<file path="src/rtl/pwm_output.sv">
`default_nettype none
// ============================================================================
// pwm_output : double-buffered 8-bit PWM audio output stage with sample requests.
// Optional macro PWM_RAMP_EN adds RAMP_UP/RAMP_DOWN gain states.   Rev 1.0
// ============================================================================
module pwm_output #(
    parameter int PRESCALE  = 1,
    parameter int RAMP_STEP = 16
) (
    input  logic       clk,
    input  logic       nRst,
    input  logic       en,
    input  logic [7:0] sample,
    input  logic       sample_valid,
    output logic       sample_req,
    output logic       underrun,
    output logic       pwm_out,
    output logic       active
);
    localparam int             PW       = (PRESCALE > 1) ? $clog2(PRESCALE) : 1;
    localparam logic [PW-1:0]  PRE_LAST = PW'(PRESCALE - 1);

    localparam logic [1:0] IDLE      = 2'd0;
    localparam logic [1:0] RUN       = 2'd1;
`ifdef PWM_RAMP_EN
    localparam logic [1:0] RAMP_UP   = 2'd2;
    localparam logic [1:0] RAMP_DOWN = 2'd3;
    localparam logic [8:0] STEP      = 9'(RAMP_STEP);
    localparam logic [8:0] UP_LAST   = 9'(256 - RAMP_STEP);
`endif

    if (PRESCALE < 1 || RAMP_STEP < 1 || RAMP_STEP > 256 ||
        (RAMP_STEP & (RAMP_STEP - 1)) != 0) begin : g_param_check
        $error("pwm_output: PRESCALE must be >= 1, RAMP_STEP a power of 2 <= 256");
    end

    logic [1:0]    state, state_n;
    logic [PW-1:0] pre, pre_n;
    logic [7:0]    cnt, cnt_n, hold, hold_n, duty, duty_n, cmp_n;
    logic          fresh, fresh_n, pwm_n, req_n, und_n;
    logic          tick, wrap, start, stop, load;
`ifdef PWM_RAMP_EN
    logic [8:0]    g, g_n;
`endif

    assign tick  = (state != IDLE) && (pre == PRE_LAST);
    assign wrap  = tick && (cnt == 8'hFF);
    assign start = (state == IDLE) && en;

    always_comb begin
        state_n = state;
        stop    = 1'b0;
`ifdef PWM_RAMP_EN
        g_n = g;
        case (state)
            IDLE: begin
                if (en) begin
                    state_n = RAMP_UP;
                    g_n     = '0;
                end
            end
            RAMP_UP: begin
                if (!en) begin
                    state_n = RAMP_DOWN;
                end else if (wrap) begin
                    if (g >= UP_LAST) begin
                        g_n     = 9'd256;
                        state_n = RUN;
                    end else begin
                        g_n = g + STEP;
                    end
                end
            end
            RUN: begin
                if (!en) state_n = RAMP_DOWN;
            end
            default: begin
                if (en) begin
                    state_n = RAMP_UP;
                end else if (wrap) begin
                    // Gain may already be below one step if the ramp was reversed early.
                    if (g <= STEP) begin
                        g_n     = '0;
                        state_n = IDLE;
                        stop    = 1'b1;
                    end else begin
                        g_n = g - STEP;
                    end
                end
            end
        endcase
`else
        case (state)
            IDLE: begin
                if (en) state_n = RUN;
            end
            default: begin
                if (!en) begin
                    state_n = IDLE;
                    stop    = 1'b1;
                end
            end
        endcase
`endif
    end

    // A wrap that coincides with stopping is suppressed: no pulses once idle.
    always_comb begin
        load    = start || (wrap && !stop);
        pre_n   = (state_n == IDLE || start || tick) ? '0 : pre + PW'(1);
        cnt_n   = (state_n == IDLE || start) ? 8'd0 : (tick ? cnt + 8'd1 : cnt);
        duty_n  = load ? hold : duty;
        hold_n  = sample_valid ? sample : hold;
        fresh_n = sample_valid ? 1'b1 : (load ? 1'b0 : fresh);
        req_n   = load;
        und_n   = wrap && !stop && !fresh;
`ifdef PWM_RAMP_EN
        cmp_n   = 8'((17'(duty_n) * 17'(g_n)) >> 8);
`else
        cmp_n   = duty_n;
`endif
        pwm_n   = (state_n != IDLE) && (cnt_n < cmp_n);
    end

    always_ff @(posedge clk or negedge nRst) begin
        if (!nRst) begin
            state      <= IDLE;
            pre        <= '0;
            cnt        <= '0;
            hold       <= '0;
            duty       <= '0;
            fresh      <= 1'b0;
            sample_req <= 1'b0;
            underrun   <= 1'b0;
            pwm_out    <= 1'b0;
`ifdef PWM_RAMP_EN
            g          <= '0;
`endif
        end else begin
            state      <= state_n;
            pre        <= pre_n;
            cnt        <= cnt_n;
            hold       <= hold_n;
            duty       <= duty_n;
            fresh      <= fresh_n;
            sample_req <= req_n;
            underrun   <= und_n;
            pwm_out    <= pwm_n;
`ifdef PWM_RAMP_EN
            g          <= g_n;
`endif
        end
    end

    assign active = (state != IDLE);

endmodule
`default_nettype wire
</file>
<file path="config.mk">
export PLATFORM = sky130hd
export DESIGN_NAME = pwm_output
export DESIGN_NICKNAME = d
export VERILOG_FILES = /design/src/rtl/pwm_output.sv
export SDC_FILE = /design/constraint.sdc
export NUM_CORES = 1
export LEC_CHECK = 0
export CORE_MARGIN = 2
export CORE_UTILIZATION = 49
export CTS_CLUSTER_DIAMETER = 50
export DETAILED_ROUTE_END_ITERATION = 7
export HOLD_SLACK_MARGIN = 0.03
export PLACE_DENSITY = 0.74
export SETUP_SLACK_MARGIN = 0.3
export SYNTH_ARGS = -nofsm -noshare
export SYNTH_HDL_FRONTEND = slang
export SYNTH_SLANG_ARGS = --single-unit
</file>
<file path="constraint.sdc">
create_clock -name clk -period 2.4 [get_ports clk]
set_clock_uncertainty 0.1 [all_clocks]
set_input_delay 0.24 -clock clk [delete_from_list [all_inputs] [get_ports clk]]
set_output_delay 0.24 -clock clk [all_outputs]
set_load 0.005 [all_outputs]
</file>
==> results.ini <==
[status]
status = finished with violations
violations = negative setup slack

[critical_path]
path_buf_inv = 1
crit_family = compound AO/OA/AOI/OAI gates
crit_slowest_cell = dfrtp_1
start_kind = flop
cp.depth = 10
rr_worst_depth = 10
cp_cell_sequence = ha_2 -> nand2b_4 -> o41ai_2 -> buf_4 -> mux2i_2 -> ha_1 -> a211oi_2 -> o21ai_1 -> nor3_1 -> a31o_1
cp-end-kind = flop
crit_required_ns = 2.58
max_stage_delay_ns = 0.37
startpoint = cnt[0]
r2r-start = cnt[0]
worstSetupPathType = reg -> reg
cp_max_fo = 5
critPathArrivalTime_ns = 2.62

[logic_synthesis]
synthesis.nets = 136
syn_inst = 116
ys_seq_area_share_pct = 54.39
netlist_area_um2 = 1426
avgSynthCellArea_um2 = 12.30
synth_cell_types = 34
synth-seq-cells = 31
yosysWarnings = 0

[drt]
totalWireLength_um = 2816
wl_per_cell_um = 14.59
drc = 0
via_count = 999
antenna_left = 0
drt_iter0_markers = 13
first_pass_iters = 4
vias_per_cell = 5.176

[clock_tree]
clk_latency_ns = 0.34
root_buffer = clkbuf_4
cts_tree = done
cts-buffers-inserted = 5
cts_hold_buf = 0
h-tree-depth = 2
path_clk_slew_ns = 0.09
clock-sinks = 31
cts_buffer_depth = 2

[floorplan]
fp.dieH_um = 57.96
die_x_um = 57.96
core-area_um2 = 2758
die_area_um2 = 3359
start_util_pct = 51.72
ioPinCount = 16
num_rows = 19

[timing]
slew_headroom_pct = 62.27
fin_crit_ns = 2.432
slew_violations = 0
finalHoldViolCount = 0
worstMarginPinSlew_ns = 0.5622
worst_slack_ns = -0.03153
timing.hold.ws_ns = 0.1806
setup_viol = 1
period_share_pct = 101.3
clock.fmax_ghz = 0.4113
rsz0062_at_grt = true

[worst_hold_path]
hold_path.class = in -> async

[final_layout]
area_growth_pct = 32.54
antenna-diode-count = 0
fin_nets = 181
drive_gt1_share_pct = 33.95

[placement]
numPortBuffers = 15
gp_congestion = 0.7542
pre_cts_ws_ns = -0.4958
hpwl_um = 1996

[flow_run]
maxCapViolations = 0

[global_route]
grt_pass1_vias = 1022
grt_first_pass_wirelength_um = 4671
globalRouteTotalUtil_pct = 19.78
grt_start_max_net_pins = 32
grt_overflow = 0
antenna_found_initial = 0

[power_and_ir_drop]
pwr_density_cell_nw_per_um2 = 580.1
irDropWorstVdd_uv = 523.6
p_leak_nw = 0.8813

[state kept, by name, summed over array words and instances (netlist names)]
register / count
cnt: 8
state: 2
sample_req: 1
hold: 8
underrun: 1
pre: 1
pwm_out: 1
duty: 8
fresh: 1
[synthesized netlist by cell type]
cell      instances  share of area, %
nand2_1           3              0.79
nor4_1            2              0.88
nor3_1            4               1.4
mux2_2            8               6.3
nor2_1            8               2.1
a21oi_1           2              0.70
o211ai_1          1              0.53
mux2_4            1               1.1
or3b_1            1              0.61
o21ai_0           2              0.70
o21ai_2           1              0.61
buf_6             2               1.6
nor2b_1           1              0.44
a31o_1            1              0.61
dfrtp_1          31                54
or2_2             1              0.44
ha_1              8               7.0
xnor2_1           5               3.1
nor3b_1           1              0.53
and4_1            1              0.61
nand3_1           2              0.70
a21boi_0          1              0.53
o21ai_1           1              0.35
inv_1            10               2.6
and2_1            1              0.44
o21bai_1          1              0.53
xor2_1            2               1.2
conb_1            1              0.26
a211oi_1          1              0.53
nand4_1           1              0.44
clkbuf_1          1              0.26
o41ai_2           1               1.1
nand2b_4          1              0.96
mux2i_1           8               5.6
[worst paths after layout]
path	endpoint	slack (ns)
setup / recovery	pwm_out	-0.03
hold / removal	cnt[2]	0.18
setup reg to reg	pwm_out	-0.03
hold reg to reg	underrun	0.34
max in group asynchronous	hold[7]	1.73
min in group clk	state[0]	0.26
[metal layers]
metal / part of all wire, % / global-route usage [%] / routed length (µm) / up-vias
met5: 0 / 0 / 0 / -
met3: 4.0 / 4.688 / 112 / 13
met1: 43 / 22.96 / 1203 / 475
met2: 49 / 31.98 / 1385 / 25
met4: 4.0 / 14.29 / 114 / 0
li1: - / - / - / 486
[final cells by class]
cell class | instances | area, µm²
Timing Repair Buffer | 41 | 356.6
Inverter | 10 | 37.54
Sequential cell | 31 | 775.7
Multi-Input combinational cell | 72 | 631.9
Clock buffer | 7 | 45.04
Fill cell | 227 | 867.1
Clock inverter | 1 | 5.005
Tap cell | 31 | 38.79
[per-stage QoR]
| stage | cell area [µm²] | utilization (%) | std cells | total power, mW | TNS (ns) |
|---|---|---|---|---|---|
| floorplan | 1434 | - | 116 | 0.6797 | 0 |
| global placement | 1739 | 63.07 | 178 | 0.7628 | -0.3439 |
| detailed placement | 1739 | 63.07 | 178 | 0.7731 | -0.4958 |
| CTS | 1883 | 68.28 | 192 | 1.098 | -0.0007327 |
| global route | 1891 | 68.56 | 193 | 1.148 | -0.1680 |
| finish | 1891 | 68.56 | 193 | 1.097 | -0.03153 |
[cells by family after synthesis]
logic type	synth area share (%)
DFF	54.39
and+or+nand+nor	10.35
muxes	12.98
buffers and inverters	4.474
AOI/OAI and AO/OA	6.229
adders and majority gates	7.018
xor gates and xnor gates	4.298
other	0.2629
[cells in the final DEF (no fill, tap or decap), types with 2 or more instances in the layout]
| cell type | instances |
|---|---|
| buf_4 | 25 |
| clkbuf_1 | 2 |
| clkbuf_4 | 5 |
| clkdlybuf4s50_1 | 14 |
| dfrtp_1 | 31 |
| ha_1 | 6 |
| ha_2 | 2 |
| inv_1 | 10 |
| mux2_2 | 8 |
| mux2i_1 | 2 |
| mux2i_2 | 5 |
| nand2_1 | 3 |
| nand3_1 | 2 |
| nor2_1 | 8 |
| nor3_1 | 4 |
| nor4_1 | 2 |
| o21ai_1 | 2 |
| xnor2_1 | 5 |
| xor2_1 | 2 |
[what timing repair did]
action / CTS / global route
setup endpoints to repair: 1 / 1
setup buffers: 6 / 1
endpoints found under the hold margin: 0 / 0
resized for setup: 10 / 0
pin swaps: 4 / 1
[report_power, final]
part | internal, mW | switching, mW | total (mW)
combinational | 0.130 | 0.0823 | 0.213
sequential | 0.568 | 0.0247 | 0.593
clock | 0.114 | 0.177 | 0.291
Note: power is estimated with default switching activity, not from simulation.
